`config.mk`:
```
export PLATFORM = sky130hd
export DESIGN_NAME = bar_graph_visualiser
export DESIGN_NICKNAME = d
export VERILOG_FILES = /design/src/rtl/bar_graph_pkg.sv /design/src/rtl/peak_tracker.sv /design/src/rtl/bar_graph_visualiser.sv
export SDC_FILE = /design/constraint.sdc
export NUM_CORES = 1
export LEC_CHECK = 0
export CAP_MARGIN = 20
export CORE_MARGIN = 8
export CORE_UTILIZATION = 30
export CTS_CLUSTER_DIAMETER = 100
export CTS_CLUSTER_SIZE = 30
export DETAILED_ROUTE_END_ITERATION = 16
export GPL_TIMING_DRIVEN = 0
export SETUP_SLACK_MARGIN = 0.2
export SYNTH_ARGS = -nofsm -noshare
export SYNTH_HDL_FRONTEND = slang
export SYNTH_SLANG_ARGS = --single-unit
```
`constraint.sdc`:
```
create_clock -name CLOCK -period 4.5 [get_ports CLOCK]
set_input_delay 0.9 -clock CLOCK [delete_from_list [all_inputs] [get_ports CLOCK]]
set_output_delay 0.9 -clock CLOCK [all_outputs]
set_load 0.01 [all_outputs]
```
`src/rtl/bar_graph_pkg.sv`:
```
// Shared constants and types for the bar-graph level meter renderer.
package bar_graph_pkg;

  // Screen geometry
  localparam int ScreenW   = 96;
  localparam int ScreenH   = 64;
  localparam int NumPixels = ScreenW * ScreenH;

  // Bar area origin, horizontal extent and vertical segment pitch
  localparam int BarX0     = 8;
  localparam int BarY0     = 8;
  localparam int BarExtent = 80;
  localparam int SegPitch  = 3;

  typedef enum logic [1:0] {
    BorderOff   = 2'b00,
    BorderThin  = 2'b01,
    BorderThick = 2'b10
  } border_e;

  typedef enum logic [1:0] {
    StTrack = 2'b00,
    StHold  = 2'b01,
    StDecay = 2'b10
  } peak_st_e;

  typedef struct packed {
    logic [15:0] bg;
    logic [15:0] fg;
    logic [15:0] red;
    logic [15:0] green;
    logic [15:0] yellow;
  } palette_t;

  function automatic palette_t palette_lookup(input logic [1:0] sel);
    palette_t p;
    case (sel)
      2'b00:   p = '{bg: 16'h0000, fg: 16'hFFFF, red: 16'hF800, green: 16'h07E0, yellow: 16'hFFE0};
      2'b01:   p = '{bg: 16'h0000, fg: 16'hFFFF, red: 16'hF800, green: 16'h001F, yellow: 16'hF81F};
      2'b10:   p = '{bg: 16'hFFFF, fg: 16'h0000, red: 16'h001F, green: 16'h07E0, yellow: 16'h07FF};
      default: p = '{bg: 16'hFFFF, fg: 16'h0000, red: 16'hF800, green: 16'h07E0, yellow: 16'hFFE0};
    endcase
    return p;
  endfunction

endpackage

```
`src/rtl/peak_tracker.sv`:
```
// Per-channel peak-hold marker: holds a new peak, then decays one segment at a time.
module peak_tracker
  import bar_graph_pkg::*;
#(
  parameter int unsigned SegW         = 5,
  parameter int unsigned HOLD_FRAMES  = 30,
  parameter int unsigned DECAY_FRAMES = 4
) (
  input  logic            CLOCK,
  input  logic            RESET,
  input  logic            frame_start,
  input  logic [SegW-1:0] level,
  output logic [SegW-1:0] peak
);

  localparam int unsigned HoldW = (HOLD_FRAMES > 0) ? $clog2(HOLD_FRAMES + 1) : 1;
  localparam int unsigned DcntW = (DECAY_FRAMES > 1) ? $clog2(DECAY_FRAMES) : 1;

  peak_st_e         state_q, state_d;
  logic [SegW-1:0]  peak_q, peak_d;
  logic [HoldW-1:0] hold_q, hold_d;
  logic [DcntW-1:0] dcnt_q, dcnt_d;

  // State register with asynchronous reset
  always_ff @(posedge CLOCK or posedge RESET) begin
    if (RESET) begin
      state_q <= StTrack;
      peak_q  <= '0;
      hold_q  <= '0;
      dcnt_q  <= '0;
    end else begin
      state_q <= state_d;
      peak_q  <= peak_d;
      hold_q  <= hold_d;
      dcnt_q  <= dcnt_d;
    end
  end

  // Next state: only frame_start advances the tracker
  always_comb begin
    state_d = state_q;
    peak_d  = peak_q;
    hold_d  = hold_q;
    dcnt_d  = dcnt_q;
    if (frame_start) begin
      if (level >= peak_q) begin
        // A new (or equal) peak restarts the hold from any state
        peak_d  = level;
        hold_d  = HoldW'(HOLD_FRAMES);
        state_d = (level == '0) ? StTrack : StHold;
      end else begin
        unique case (state_q)
          StHold: begin
            if (hold_q != '0) begin
              hold_d = hold_q - HoldW'(1);
            end else begin
              state_d = StDecay;
              dcnt_d  = DcntW'(DECAY_FRAMES - 1);
            end
          end
          StDecay: begin
            if (dcnt_q != '0) begin
              dcnt_d = dcnt_q - DcntW'(1);
            end else begin
              dcnt_d = DcntW'(DECAY_FRAMES - 1);
              // level < peak here, so peak-1 cannot underflow
              if (peak_q - SegW'(1) <= level) begin
                peak_d  = level;
                state_d = StTrack;
              end else begin
                peak_d = peak_q - SegW'(1);
              end
            end
          end
          default: peak_d = level;
        endcase
      end
    end
  end

  // Output: the registered peak
  always_comb begin
    peak = peak_q;
  end

endmodule

```
`src/rtl/bar_graph_visualiser.sv`:
```
// Multi-channel segmented level meter for a 96x64 RGB565 raster, 2-cycle pixel latency.
module bar_graph_visualiser
  import bar_graph_pkg::*;
#(
  parameter int unsigned NUM_CH       = 4,
  parameter int unsigned NUM_SEG      = 16,
  parameter int unsigned LEVEL_W      = 5,
  parameter int unsigned RED_FROM     = 11,
  parameter int unsigned YELLOW_FROM  = 5,
  parameter int unsigned HOLD_FRAMES  = 30,
  parameter int unsigned DECAY_FRAMES = 4
) (
  input  logic                      CLOCK,
  input  logic                      RESET,
  input  logic                      frame_start,
  input  logic [12:0]               pixel_index,
  input  logic [NUM_CH*LEVEL_W-1:0] level_in,
  input  logic [1:0]                border_mode,
  input  logic [1:0]                colour_mode,
  input  logic                      peak_en,
  output logic [15:0]               oled_data
);

  localparam int unsigned SegW  = $clog2(NUM_SEG + 1);
  localparam int unsigned ChW   = (NUM_CH > 1) ? $clog2(NUM_CH) : 1;
  localparam int          SlotW = BarExtent / int'(NUM_CH);

  if (NUM_SEG < 1 || NUM_SEG > 17) begin : g_bad_seg
    $error("NUM_SEG must be in 1..17");
  end
  if (NUM_CH < 1 || NUM_CH > 8) begin : g_bad_ch
    $error("NUM_CH must be in 1..8");
  end

  logic [SegW-1:0] level_clamped [NUM_CH];
  logic [SegW-1:0] shadow_q      [NUM_CH];
  logic [SegW-1:0] peak          [NUM_CH];

  // Clamp each incoming level to the number of segments
  always_comb begin
    for (int c = 0; c < int'(NUM_CH); c++) begin
      if (32'(level_in[c*LEVEL_W +: LEVEL_W]) > NUM_SEG) begin
        level_clamped[c] = SegW'(NUM_SEG);
      end else begin
        level_clamped[c] = SegW'(level_in[c*LEVEL_W +: LEVEL_W]);
      end
    end
  end

  // Shadow levels change only at frame start so a frame never tears
  always_ff @(posedge CLOCK or posedge RESET) begin
    if (RESET) begin
      for (int c = 0; c < int'(NUM_CH); c++) shadow_q[c] <= '0;
    end else if (frame_start) begin
      for (int c = 0; c < int'(NUM_CH); c++) shadow_q[c] <= level_clamped[c];
    end
  end

  for (genvar g = 0; g < int'(NUM_CH); g++) begin : g_peak
    peak_tracker #(
      .SegW         (SegW),
      .HOLD_FRAMES  (HOLD_FRAMES),
      .DECAY_FRAMES (DECAY_FRAMES)
    ) u_peak (
      .CLOCK       (CLOCK),
      .RESET       (RESET),
      .frame_start (frame_start),
      .level       (level_clamped[g]),
      .peak        (peak[g])
    );
  end

  logic [6:0] x_q, y_q;
  logic       valid_q;

  // Stage 1: split the raster index into coordinates
  always_ff @(posedge CLOCK or posedge RESET) begin
    if (RESET) begin
      x_q     <= '0;
      y_q     <= '0;
      valid_q <= 1'b0;
    end else begin
      x_q     <= 7'(pixel_index % 13'(ScreenW));
      y_q     <= 7'(pixel_index / 13'(ScreenW));
      valid_q <= pixel_index < 13'(NumPixels);
    end
  end

  int              xi, yi;
  logic            border_hit, seg_hit, col_hit;
  logic [SegW-1:0] seg_idx;
  logic [ChW-1:0]  ch_idx;

  // Geometry decode: border, segment row and bar column hits
  always_comb begin
    xi         = int'(x_q);
    yi         = int'(y_q);
    border_hit = 1'b0;
    if (border_mode[1]) begin
      border_hit = (xi < 3) || (yi < 3) || (xi > ScreenW - 4) || (yi > ScreenH - 4);
    end else if (border_mode == BorderThin) begin
      border_hit = (xi == 0) || (yi == 0) || (xi == ScreenW - 1) || (yi == ScreenH - 1);
    end
    seg_hit = 1'b0;
    seg_idx = '0;
    for (int k = 0; k < int'(NUM_SEG); k++) begin
      if (yi == BarY0 + SegPitch * k || yi == BarY0 + SegPitch * k + 1) begin
        seg_hit = 1'b1;
        seg_idx = SegW'(int'(NUM_SEG) - 1 - k);
      end
    end
    col_hit = 1'b0;
    ch_idx  = '0;
    for (int c = 0; c < int'(NUM_CH); c++) begin
      if (xi >= BarX0 + c * SlotW + 2 && xi <= BarX0 + c * SlotW + SlotW - 3) begin
        col_hit = 1'b1;
        ch_idx  = ChW'(c);
      end
    end
  end

  palette_t    pal;
  logic [15:0] colour;

  // Stage 2 colour select: bg < border < bar, peak marker over lit segments
  always_comb begin
    pal    = palette_lookup(colour_mode);
    colour = pal.bg;
    if (valid_q) begin
      if (border_hit) colour = pal.fg;
      if (seg_hit && col_hit) begin
        if (peak_en && peak[ch_idx] != '0 && seg_idx == peak[ch_idx] - SegW'(1)) begin
          colour = pal.fg;
        end else if (seg_idx < shadow_q[ch_idx]) begin
          if (32'(seg_idx) >= RED_FROM)         colour = pal.red;
          else if (32'(seg_idx) >= YELLOW_FROM) colour = pal.yellow;
          else                                  colour = pal.green;
        end else begin
          colour = pal.bg;
        end
      end
    end
  end

  // Output register
  always_ff @(posedge CLOCK or posedge RESET) begin
    if (RESET) oled_data <= '0;
    else       oled_data <= colour;
  end

endmodule

```
---- Word level (Yosys, flattened, before mapping) ----
Cells that the tools add are included.
operators by class
  add/sub/neg operators ................... 13
  divide/modulo/power cells ............... 2
  $lt $le $gt $ge ......................... 29
  equal/unequal tests ..................... 66
  muxes and demuxes ....................... 123
  bitwise gates (word level) .............. 5
  reductions and logical operators ........ 77
operator list
  cell                 number
  $pmux 80 s3          1
  $mux 5               47
  $eq 7x7->1 const B   18
  $mux 16              7
  $eq 7x6->1 const B   10
  $mux 2               26
  $sub 5x1->5 const B  9
  $eq 7x5->1 const B   6
  $pmux 5 s2           4
  $pmux 2 s2           8
  $reduce_bool 2->1    16
  $mux 1               27
  $reduce_bool 5->1    5
  $ne 3x2->1 const B   8
  $reduce_and 3->1     8
  $logic_or 1x1->1     22
  $bmux 5 s2           2
  $ge 5x5->1           4
  $gt 5x5->1 const B   4
  $le 5x5->1           4
  $logic_not 5->1      4
  $reduce_and 5->1     4
  $reduce_and 4->1     4
  $le 7x7->1 const B   2
  other kinds (30)     65
word-level totals
  flip-flop bits (word level) ............. 107
  output and inout bits ................... 16
  word-level logic and storage cells ...... 339

---- Longest topological paths before layout ----
Gate-level depths: netlist of run 1.
  word-level depth ........................ 25
  gate-level depth with buffers ........... 16
  gate-level depth less buffers ........... 13

---- Cells and area by module ----
A second synthesis of run 1 with hierarchy kept.
second synthesis, totals
  cell total of the unflattened synthesis .. 1002
  area total of the unflattened synthesis .. 8709.6 um^2
modules (own cells, without submodules)
  module                times used  cells each  area each (um^2)
  peak_tracker          4           137         1227.4
  bar_graph_visualiser  1           454         3799.9

---- Least setup slack after synthesis of run 1 ----
OpenSTA, ideal clock, no wires.
  kind .................................... register to register
  start ................................... register x_q[3]
  end ..................................... register oled_data[10]
  library setup time ...................... 0.132 ns
  data arrival time ....................... 3.235 ns
  required time ........................... 4.368 ns
  slack ................................... 1.133 ns
  cell stages (with the launch flop) ...... 15
  cell sequence ........................... dfrtp_1 -> buf_6 -> or4_4 -> o32a_1 -> buf_6 -> o21ai_4 -> buf_8 -> o211ai_1 -> o221ai_1 -> ha_1 -> or4b_1 -> a2111oi_2 -> nand3_1 -> o221ai_2 -> o21ai_1
between the ends
  longest elaborated chain between the ends .. 15
  elaborated cells on any way between the ends .. 50
  those cells by class .................... add/sub: 1; order compare: 11; eq/ne: 2; mux: 20; bitwise: 1; reduce/logical: 15
ends and longest elaborated chain
  item                                              RTL line                                                  text
  start: declaration                                bar_graph_visualiser.sv:73                                logic [6:0] x_q, y_q;
  start signal: assignment                          bar_graph_visualiser.sv:83                                x_q <= 7'(pixel_index % 13'(ScreenW));
  $ge 7x5->1 or $le 7x6->1 (tied branches)          bar_graph_visualiser.sv:115                               if (xi >= BarX0 + c * SlotW + 2 && xi <= BarX0 + c * SlotW + SlotW - 3) begin
  $logic_and 1x1->1                                 bar_graph_visualiser.sv:115
  $mux 1                                            bar_graph_visualiser.sv:115
  $mux 2 (2 in a row)                               bar_graph_visualiser.sv:115
  $not 2->3 (implied by the code)                   bar_graph_visualiser.sv:132, bar_graph_visualiser.sv:134
  $bmux 5 s2                                        bar_graph_visualiser.sv:132                               if (peak_en && peak[ch_idx] != '0 && seg_idx == peak[ch_idx] - SegW'(1)) begin
  $mux 5 (implied by the code) (2 in a row)         bar_graph_visualiser.sv:132
  $sub 5x1->5 or $reduce_bool 5->1 (tied branches)  bar_graph_visualiser.sv:132
  $eq 5x5->1 or $logic_and 1x1->1 (tied branches)   bar_graph_visualiser.sv:132
  $logic_and 1x1->1                                 bar_graph_visualiser.sv:132
  $mux 16                                           bar_graph_visualiser.sv:132
  $mux 16 *                                         bar_graph_visualiser.sv:131                               if (seg_hit && col_hit) begin
  $mux 16 *                                         bar_graph_visualiser.sv:129                               if (valid_q) begin
  via colour[10]                                    bar_graph_visualiser.sv:123                               logic [15:0] colour;
  end signal: assignment                            bar_graph_visualiser.sv:148                               else oled_data <= colour;
  end: declaration                                  bar_graph_visualiser.sv:21                                output logic [15:0] oled_data
Mark *: on every way through the listed nets, which the timed path passes. The rest lies on a longest branch. The select of a mux whose other input is x is not followed.
A chain may end at the register's enable or synchronous reset.

---- Worst setup path in the final report of run 1 ----
  start ................................... input port level_in[9]
  end ..................................... register g_peak[1].u_peak.state_q[0]
between the ends
  longest elaborated chain between the ends .. 5
  elaborated cells on any way between the ends .. 12
  those cells by class .................... order compare: 3; eq/ne: 3; mux: 3; reduce/logical: 3
ends and longest elaborated chain
  item                                                  RTL line                    text
  start: declaration                                    bar_graph_visualiser.sv:17  input logic [NUM_CH*LEVEL_W-1:0] level_in,
  $gt 5x5->1 *                                          bar_graph_visualiser.sv:42  if (32'(level_in[c*LEVEL_W +: LEVEL_W]) > NUM_SEG) begin
  $mux 5 *                                              bar_graph_visualiser.sv:42
  via g_peak[1].u_peak.level[0]                         peak_tracker.sv:12          input logic [SegW-1:0] level,
  $le 5x5->1 (tied with other cells)                    peak_tracker.sv:67          if (peak_q - SegW'(1) <= level) begin
  $ne 3x1->1 (no line) (tied with other cells)          --
  $reduce_and 5->1 (no line) or $mux 2 (tied branches)  --
  end signal: assignment                                peak_tracker.sv:27          state_q <= StTrack;
  end signal: assignment                                peak_tracker.sv:32          state_q <= state_d;
  end: declaration                                      peak_tracker.sv:19          peak_st_e state_q, state_d;
Mark *: on every way through the listed nets, which the timed path passes. The rest lies on a longest branch.

==> results of run 1 <==
[worst max path at each step]
stage | cells after the start | endpoint | start
after floorplan | 14 | oled_data[10] | x_q[3]
after global routing | 13 | g_peak[1].u_peak.state_q[0] | level_in[9]
after detailed placement | 13 | g_peak[1].u_peak.state_q[0] | level_in[9]
after CTS | 13 | g_peak[1].u_peak.state_q[0] | level_in[9]
after global placement | 2 | y_q[4] | RESET
final | 13 | g_peak[1].u_peak.state_q[0] | level_in[9]
[sequential cells by signal, indices dropped and copies added (netlist names)]
signal                 flops
oled_data                  3
g_peak.u_peak.hold_q      20
valid_q                    1
shadow_q                  20
g_peak.u_peak.peak        20
y_q                        7
g_peak.u_peak.dcnt_q       8
x_q                        7
g_peak.u_peak.state_q      8
[metal layers]
layer / GRT usage (%) / share of wire, % / vias to the layer above
met5: 0 / 0 / -
met4: 3.33 / 1.4 / 0
met3: 2.11 / 3.7 / 21
met2: 20.0 / 47 / 119
met1: 15.6 / 48 / 3021
li1: - / - / 3347
[area by class of cell]
type / count / share of cell area [%]
plain buffers: 56 / 3.18
clock buffers: 9 / 2.51
clock inverters: 7 / 0.726
inverters: 96 / 4.05
multi-input cells: 674 / 52.7
flip-flops and latches: 94 / 26.2
well taps: 330 / 4.61
repair buffers: 52 / 6.00
[tightest hold or removal path: stages (launching register included)]
cell     delay, ps
dfrtp_1        350
nand2_1         40
o21ai_0         80
[cells in the final DEF (no fill, tap or decap), types with 5 or more instances in the layout]
master,instances
a31oi_1,6
a32oi_1,5
xor2_1,11
mux2_2,25
ha_1,74
nand3_1,13
nor2b_1,27
xnor2_1,27
nor3b_1,11
buf_4,13
o22ai_1,5
o221ai_1,8
nor4_1,16
o41a_1,5
o211ai_1,5
and2_1,5
dfrtp_1,94
o21a_1,9
nand2_1,75
inv_1,95
a21oi_1,46
mux2i_1,22
clkbuf_1,30
clkdlybuf4s50_1,51
nor3_1,24
o21ai_1,8
o31ai_1,5
a21o_1,22
buf_1,10
nor2_1,58
o21ai_0,76
clkbuf_16,9
nand2b_1,17
nand4_1,6
[power groups by stage]
stage / Sequential, mW / Combinational (mW) / Clock (mW)
6_report: 1.34 / 2.44 / 0.766
5_1_grt: 1.38 / 2.80 / 0.826
4_1_cts: 1.34 / 2.46 / 0.794
3_5_place_dp: 1.36 / 2.44 / 0
3_3_place_gp: 1.35 / 2.40 / 0
2_1_floorplan: 1.28 / 1.90 / 0
[stage by stage]
stage | setup TNS [ps] | util, % | area [sq um] | hold WS, ps
2_1_floorplan | 0 | - | 7710 | 450
4_1_cts | 0 | 35.6 | 8960 | 514
5_1_grt | 0 | 35.6 | 8960 | 527
3_5_place_dp | 0 | 34.4 | 8670 | 497
3_3_place_gp | -53950 | 34.3 | 8640 | 472
6_report | 0 | 35.6 | 8960 | 509
[kinds of logic (layout without fill, tap and decap cells)]
kind of cell,after synthesis,in the layout
simple gates,278,278
compound gates,236,236
buf+inv,152,220
flops,94,94
fa+ha+maj,74,74
mux,48,48
xor+xnor,38,38
==> out/summary.txt, run 1 <==
run status - finished clean
count leader, synth - inv_1
worst r2r path cells - 13
Synth Area in Adders - 12.0%
Post CTS Setup Buffer Count - 0
Post-CTS Resized - 0
area occupied by registers - 0.00235 sq mm
H-tree depth - 3
Final Non-Filler Cells - 1318
CP most frequent cell - a21o_1
Internal - 2.60 mW
fill cell count - 2584
cells along the critical path - clkdlybuf4s50_1 -> nor2b_2 -> inv_1 -> ha_1 -> nand2b_1 -> a21o_1 -> a21o_1 -> a21o_1 -> a21o_1 -> or3_1 -> clkbuf_1 -> a21boi_0 -> o21ai_0
ANT cells - 0
CP Data Required Time - 4720 ps
EDFF count, synth - 0
drt pass-1 iters - 5
Largest delay share family, worst path - compound AO/OA/AOI/OAI gates
unrepaired setup endpoints after global routing - no
global-route wire length before repair - 31100 um
Reg power frac - 29.5%
number of port buffers - 51
DRC Markers - 0
Pwr Density - 507 mW/mm^2
final hold viol count - 0
HPWL after DPL - 14200 um
Syn. warnings - 0
Inserted Clock Buffers - 9
largest family of logic cells by synthesized area - compound AO/OA/AOI/OAI gates
top post-synthesis cells by count - 96 x inv_1, 94 x dfrtp_1, 77 x o21ai_0
CTS clock-pin slew for the worst setup and hold paths - 70 ps
CP Class - input port to register
XOR/XNOR Fraction of Synth Area - 4.31%
Synth Area in Compound Gates - 20.0%
routed vias - 6508
gr ovfl total - 0
hold path start - g_peak[2].u_peak.peak[4]
Net Sw Frac - 42.8%
synth top area cells - dfrtp_1 30%, ha_1 12%, o21ai_0 5.0%, inv_1 4.7%, mux2_2 3.6%
final worst path period share - 88.8%
Peak Freq - 0.250 GHz
Tot Pwr - 4.55 mW
max-slew violations - 0
# hold bufs at CTS - 0
Clock Path Buffers - 2
clk_lat worst skew - 360 ps
Slew @ Worst Pin - 787 ps
Synth Instances - 920
worst hold path class - register to register
synthesis-to-finish area growth - 16.2%
Multi-input gate area - 0.00472 sq mm
Routed WL - 18300 um
Hold Path Stages - 2
overall die width - 176 um
largest net degree at the start of global routing - 57
Comb pwr share - 53.6%
CP peak stage delay - 580 ps
Initial Util - 30.6%
CTS tree - done
Die ar. - 0.0311 sq mm
CP Max Fanout - 9
clk_skew - 11.5 ps
post-route ant nets - 0
final setup vio count - 0
synthesized net count - 1035
clock sink total - 94
Max Cap Viol - 0
Yosys top cell area share - 30.5%
Buf/Inv on CP - 3
hold endpoint - g_peak[2].u_peak.peak[4]
chip height - 176 um
Psw - 1.95 mW
Synth Area in Simple Gates - 18.2%
post-place setup slack - 57.6 ps
register area share after synthesis - 30.5%
DR iter-0 viols - 461
gr usage total - 12.0%
minimum clock period - 3990 ps
mean post-synth cell area - 8.38 sq um
Synth Flop Type - dfrtp_1
Reg2Reg Setup Slack - 750 ps
Placed Cells - 1302
post-synth cell types - 66
Synth Cell Area - 0.00771 sq mm
VDD IR-drop max - 204 uV
Crit Reg-Reg Startpoint - x_q[2]
post-synth top area cell - dfrtp_1
Slew Limit Headroom - 47.4%
clock power share - 16.9%
gpl congestion - 0.856
leakage - 3.93 nW
critical path launch point type - input port
capture point of the worst reg-to-reg path - oled_data[4]
initial antenna violation count - 0
# IOs - 57
FF+latch count, synth - 94
CP arrival - 4210 ps
Post-layout nets - 1098
clock root buffer - clkbuf_16
Synth async-reset ratio - 100%
DR WL/cell - 13.9 um
final worst slack - 505 ps
multiplexer area fraction after synthesis - 6.63%
layout cells sized above 1 - 7.49%
CP max-delay cell - clkdlybuf4s50_1
crit path capture type - register
vias in the first global route - 6325
Core Area - 0.0252 sq mm
routed vias/inst - 4.94
row count - 58
Note: power is estimated with default switching activity, not from simulation.
==> run 2, diff against run 1 <==
--- a/config.mk
+++ b/config.mk
@@ -6,7 +6,6 @@
 export NUM_CORES = 1
 export LEC_CHECK = 0
 export CAP_MARGIN = 20
-export CORE_MARGIN = 8
 export CORE_UTILIZATION = 30
 export CTS_CLUSTER_DIAMETER = 100
 export CTS_CLUSTER_SIZE = 30
==> out/summary.txt, run 2 (synthesis gave the netlist of run 1 again) <==
Slew Limit Headroom - 48.8% (+1.4 points)
initial antenna violation count - 0 (unchanged)
Hold Path Stages - 2 (unchanged)
Pwr Density - 513 mW/mm^2 (+1.1%)
Slew @ Worst Pin - 766 ps (-21.5 ps)
post-route ant nets - 0 (unchanged)
routed vias/inst - 4.94 (about the same)
Post-CTS Resized - 0 (unchanged)
Tot Pwr - 4.60 mW (+1.2%)
unrepaired setup endpoints after global routing - no
VDD IR-drop max - 186 uV (-9.0%)
CP Data Required Time - 4730 ps (about the same)
clk_skew - 8.95 ps (-2.53 ps)
clk_lat worst skew - 360 ps (about the same)
CP max-delay cell - clkdlybuf4s50_1
CP peak stage delay - 580 ps (about the same)
leakage - 3.94 nW (+0.21%)
Initial Util - 30.6% (unchanged)
H-tree depth - 3 (unchanged)
vias in the first global route - 6254 (-1.1%)
CP most frequent cell - a21o_1
final hold viol count - 0 (unchanged)
Buf/Inv on CP - 3 (unchanged)
row count - 58 (unchanged)
HPWL after DPL - 13900 um (-2.3%)
most common cell after layout, fill and taps aside - inv_1
number of port buffers - 51 (unchanged)
DR WL/cell - 13.5 um (-2.4%)
# hold bufs at CTS - 0 (unchanged)
run status - finished clean
most frequent cells in the layout - 95 x inv_1, 94 x dfrtp_1, 76 x o21ai_0
worst r2r path cells - 13 (unchanged)
CTS clock-pin slew for the worst setup and hold paths - 70 ps (about the same)
DRC Markers - 0 (unchanged)
CP arrival - 4180 ps (-30 ps)
clock root buffer - clkbuf_16
minimum clock period - 3950 ps (-45.4 ps)
CTS tree - done
Worst path depth - 13 (unchanged)
gr usage total - 14.3% (+2.3 points)
Routed WL - 17900 um (-2.4%)
chip height - 162 um (-7.9%)
Largest delay share family, worst path - compound AO/OA/AOI/OAI gates
Max Cap Viol - 0 (unchanged)
# IOs - 57 (unchanged)
Post-layout nets - 1098 (unchanged)
max-slew violations - 0 (unchanged)
drt pass-1 iters - 6 (+1)
routed vias - 6509 (+0.015%)
Core Area - 0.0252 sq mm (unchanged)
final setup vio count - 0 (unchanged)
CP Class - input port to register
Inserted Clock Buffers - 9 (unchanged)
ANT cells - 0 (unchanged)
DR iter-0 viols - 455 (-1.3%)
crit path capture type - register
synthesis-to-finish area growth - 16.4%
fill cell count - 2586 (+0.077%)
global-route wire length before repair - 30500 um (-1.8%)
Final Non-Filler Cells - 1318 (unchanged)
overall die width - 162 um (-7.9%)
gpl congestion - 0.898 (+5.0%)
Die ar. - 0.0264 sq mm (-15%)
cells along the critical path - clkdlybuf4s50_1 -> nor2b_1 -> inv_1 -> ha_1 -> nand2b_1 -> a21o_1 -> a21o_1 -> a21o_1 -> a21o_1 -> or3_1 -> clkbuf_1 -> a21boi_1 -> o21ai_0
Post CTS Setup Buffer Count - 0 (unchanged)
worst hold path class - register to register
Clock Path Buffers - 2 (unchanged)
Peak Freq - 0.253 GHz (+1.1%)
clock sink total - 94 (unchanged)
Hold WS - 491 ps (-17.5 ps)
layout cells sized above 1 - 7.39% (-0.10 points)
critical path launch point type - input port
CP Max Fanout - 9 (unchanged)
largest net degree at the start of global routing - 55 (-3.5%)
Placed Cells - 1302 (unchanged)
gr ovfl total - 0 (unchanged)
final worst path period share - 87.8% (-1.0 points)
## run 2: cell count changes in the layout (fill, tap and decap cells not counted), sizes merged
cell    previous run  this run
bufinv             0         1
inv               99        97
clkbuf            39        40
## run 2: tightest hold or removal path, delay by kind of cell, from the launching register on
family             cells  cell delay [ps]
and+or+nand+nor        1               50
DFF                    1              340
AOI/OAI and AO/OA      1               70
## run 2: power breakdown
part | switching, mW | total [mW] | internal, mW | leakage (nW)
sequential | 0.255 | 1.34 | 1.09 | 1.10
combinational | 1.32 | 2.46 | 1.13 | 2.69
clock | 0.357 | 0.807 | 0.450 | 0.149
## run 2: area by class of cell
cell class | instances | area (sq um) | area share [%]
buffer | 56 | 285 | 3.18
inverter | 96 | 363 | 4.04
clock buffer | 10 | 239 | 2.66
clock inverter | 6 | 68.8 | 0.766
tap | 330 | 413 | 4.60
sequential | 94 | 2350 | 26.2
timing repair buffer | 52 | 538 | 5.99
multi-input combinational | 674 | 4720 | 52.6
## run 2: worst paths after layout
| check | startpoint | slack (ps) | end |
|---|---|---|---|
| worst max-delay path | level_in[9] | 550 | g_peak[1].u_peak.state_q[0] |
| worst min-delay path | g_peak[2].u_peak.peak[4] | 490 | g_peak[2].u_peak.peak[4] |
| worst max register to register | x_q[2] | 700 | oled_data[4] |
| worst min register to register | g_peak[2].u_peak.peak[4] | 490 | g_peak[2].u_peak.peak[4] |
| max in group asynchronous | RESET | 2870 | y_q[4] |
| min in group asynchronous | RESET | 960 | g_peak[2].u_peak.dcnt_q[1] |
## run 2: metal layers
layer  GRT usage (%)  wire, um  vias to the layer above
li1                -         -                     3343
met1            19.1      8630                     3048
met2            23.6      8330                      101
met3            2.80       720                       17
met4            3.39       174                        0
met5               0         0                        -
## run 2: through the flow
step	setup TNS (ps)	worst slack [ps]	utilization (%)	cell area, sq um
floorplan	0	1130	-	7710
global placement	-49410	-536	34.3	8640
finish	0	550	35.7	8980
global route	0	271	35.7	8980
CTS	0	406	35.6	8970
detailed placement	0	85.1	34.4	8670
==> run 3, diff against run 2 <==
--- a/config.mk
+++ b/config.mk
@@ -11,6 +11,7 @@
 export CTS_CLUSTER_SIZE = 30
 export DETAILED_ROUTE_END_ITERATION = 16
 export GPL_TIMING_DRIVEN = 0
+export PLACE_DENSITY = 0.43
 export SETUP_SLACK_MARGIN = 0.2
 export SYNTH_ARGS = -nofsm -noshare
 export SYNTH_HDL_FRONTEND = slang
==> constraint.sdc (replaced) <==
create_clock -name CLOCK -period 4.5 [get_ports CLOCK]
set_input_delay 0.675 -clock CLOCK [delete_from_list [all_inputs] [get_ports CLOCK]]
set_output_delay 0.675 -clock CLOCK [all_outputs]
set_load 0.01 [all_outputs]
==> out/summary.txt, run 3 (synthesis gave the netlist of run 1 again) <==
clock power share - 17.0% (-0.5 points)
synthesis-to-finish area growth - 16.2%
Psw - 1.96 mW (+1.1%)
CTS tree - done
cells along the critical path - clkdlybuf4s50_1 -> nor2b_1 -> inv_1 -> ha_1 -> nand2b_1 -> a21o_1 -> a21o_1 -> a21o_1 -> a21o_1 -> or3_1 -> clkbuf_1 -> a21boi_0 -> o21ai_0
gpl congestion - 0.814 (-9.4%)
ANT cells - 0 (unchanged)
Core Util, Final - 35.6% (-0.060 points)
Clock Path Buffers - 2 (unchanged)
overall die width - 162 um (unchanged)
Reg2Reg Setup Slack - 750 ps (+50 ps)
area occupied by registers - 0.00235 sq mm (unchanged)
routed vias/inst - 4.91 (-0.55%)
CP Data Required Time - 4730 ps (about the same)
leakage - 3.94 nW (about the same)
Internal - 2.61 mW (-1.9%)
most common cell after layout, fill and taps aside - inv_1
vias in the first global route - 6435 (+2.9%)
VDD IR-drop max - 167 uV (-10%)
CP arrival - 4070 ps (-110 ps)
DRC Markers - 0 (unchanged)
Initial Util - 30.6% (unchanged)
CP Class - input port to register
crit path capture type - register
Reg power frac - 29.4% (+0.3 points)
Hold WS - 427 ps (-64.0 ps)
CP max-delay cell - clkdlybuf4s50_1
post-place setup slack - 256 ps (+171 ps)
gr ovfl total - 0 (unchanged)
final setup vio count - 0 (unchanged)
layout cells sized above 1 - 7.39% (unchanged)
unrepaired setup endpoints after global routing - no
Comb pwr share - 53.7% (+0.4 points)
DR WL/cell - 14.6 um (+7.9%)
initial antenna violation count - 0 (unchanged)
gr usage total - 15.5% (+1.2 points)
clk_skew - 11.3 ps (+2.37 ps)
# hold bufs at CTS - 0 (unchanged)
global-route wire length before repair - 32800 um (+7.4%)
Tot Pwr - 4.57 mW (-0.66%)
drt pass-1 iters - 4 (-2)
routed vias - 6473 (-0.55%)
Core Area - 0.0252 sq mm (unchanged)
minimum clock period - 3840 ps (-112 ps)
Post-CTS Resized - 0 (unchanged)
Post-layout nets - 1098 (unchanged)
largest net degree at the start of global routing - 59 (+7.3%)
Slew Limit Headroom - 42.6% (-6.3 points)
worst hold path class - input port to register
most frequent cells in the layout - 95 x inv_1, 94 x dfrtp_1, 76 x o21ai_0
final worst slack - 662 ps (+112 ps)
final worst path period share - 85.3% (-2.5 points)
HPWL after DPL - 14800 um (+6.6%)
clk_lat worst skew - 360 ps (about the same)
Routed WL - 19300 um (+7.9%)
max-slew violations - 0 (unchanged)
post-route ant nets - 0 (unchanged)
Peak Freq - 0.261 GHz (+2.9%)
Multi-input gate area - 0.00472 sq mm (unchanged)
fill cell count - 2582 (-0.15%)
CP most frequent cell - a21o_1
Placed Cells - 1302 (unchanged)
chip height - 162 um (unchanged)
Slew @ Worst Pin - 859 ps (+93.6 ps)
Net Sw Frac - 42.8% (+0.75 points)
Post CTS Setup Buffer Count - 0 (unchanged)
# IOs - 57 (unchanged)
Final Non-Filler Cells - 1318 (unchanged)
CP peak stage delay - 580 ps (about the same)
run status - finished clean
Inserted Clock Buffers - 9 (unchanged)
clock root buffer - clkbuf_16
clock sink total - 94 (unchanged)
number of port buffers - 51 (unchanged)
H-tree depth - 3 (unchanged)
Max Cap Viol - 0 (unchanged)
row count - 58 (unchanged)
CP Max Fanout - 9 (unchanged)
Die ar. - 0.0264 sq mm (unchanged)
final hold viol count - 0 (unchanged)
CTS clock-pin slew for the worst setup and hold paths - 70 ps (about the same)
DR iter-0 viols - 397 (-13%)
critical path launch point type - input port
Pwr Density - 510 mW/mm^2 (-0.49%)
-- run 3: critical path, delay by kind of cell --
kind            cells  cell delay (ps)
buf+inv             3              910
compound gates      6             1270
simple gates        3              910
fa+ha+maj           1              290
-- run 3: through the flow --
stage / TNS, ps / cell area, sq um
finish: 0 / 8960
global route: 0 / 8960
CTS: 0 / 8960
detailed placement: 0 / 8670
global placement: -45980 / 8640
floorplan: 0 / 7710
-- run 3: power by group through the flow --
stage | sequential (mW) | clock, mW | combinational [mW]
after floorplan | 1.28 | 0 | 1.90
after global placement | 1.36 | 0 | 2.48
after detailed placement | 1.36 | 0 | 2.48
after CTS | 1.35 | 0.810 | 2.49
after global routing | 1.39 | 0.836 | 2.85
final | 1.34 | 0.776 | 2.45
-- run 3: cell type report --
class,count,area share (%)
sequential,94,26.2
inverter,96,4.05
tap,330,4.61
clock buffer,10,2.67
multi-input combinational,674,52.7
buffer,56,3.18
clock inverter,6,0.600
timing repair buffer,52,6.00
-- run 3: routing by layer --
layer,global-route usage [%],wire (um)
met1,21.3,9730
met2,25.3,8770
met3,2.04,515
met4,4.55,245
met5,0,0
-- run 3: path summary, 6_finish.rpt --
check | from | to | cells past startpoint
min in group asynchronous | RESET | g_peak[2].u_peak.dcnt_q[1] | 2
setup reg to reg | x_q[2] | oled_data[4] | 13
hold / removal | pixel_index[4] | x_q[4] | 1
setup / recovery | level_in[9] | g_peak[1].u_peak.state_q[0] | 13
hold reg to reg | g_peak[2].u_peak.peak[4] | g_peak[2].u_peak.peak[4] | 2
max in group asynchronous | RESET | x_q[2] | 3
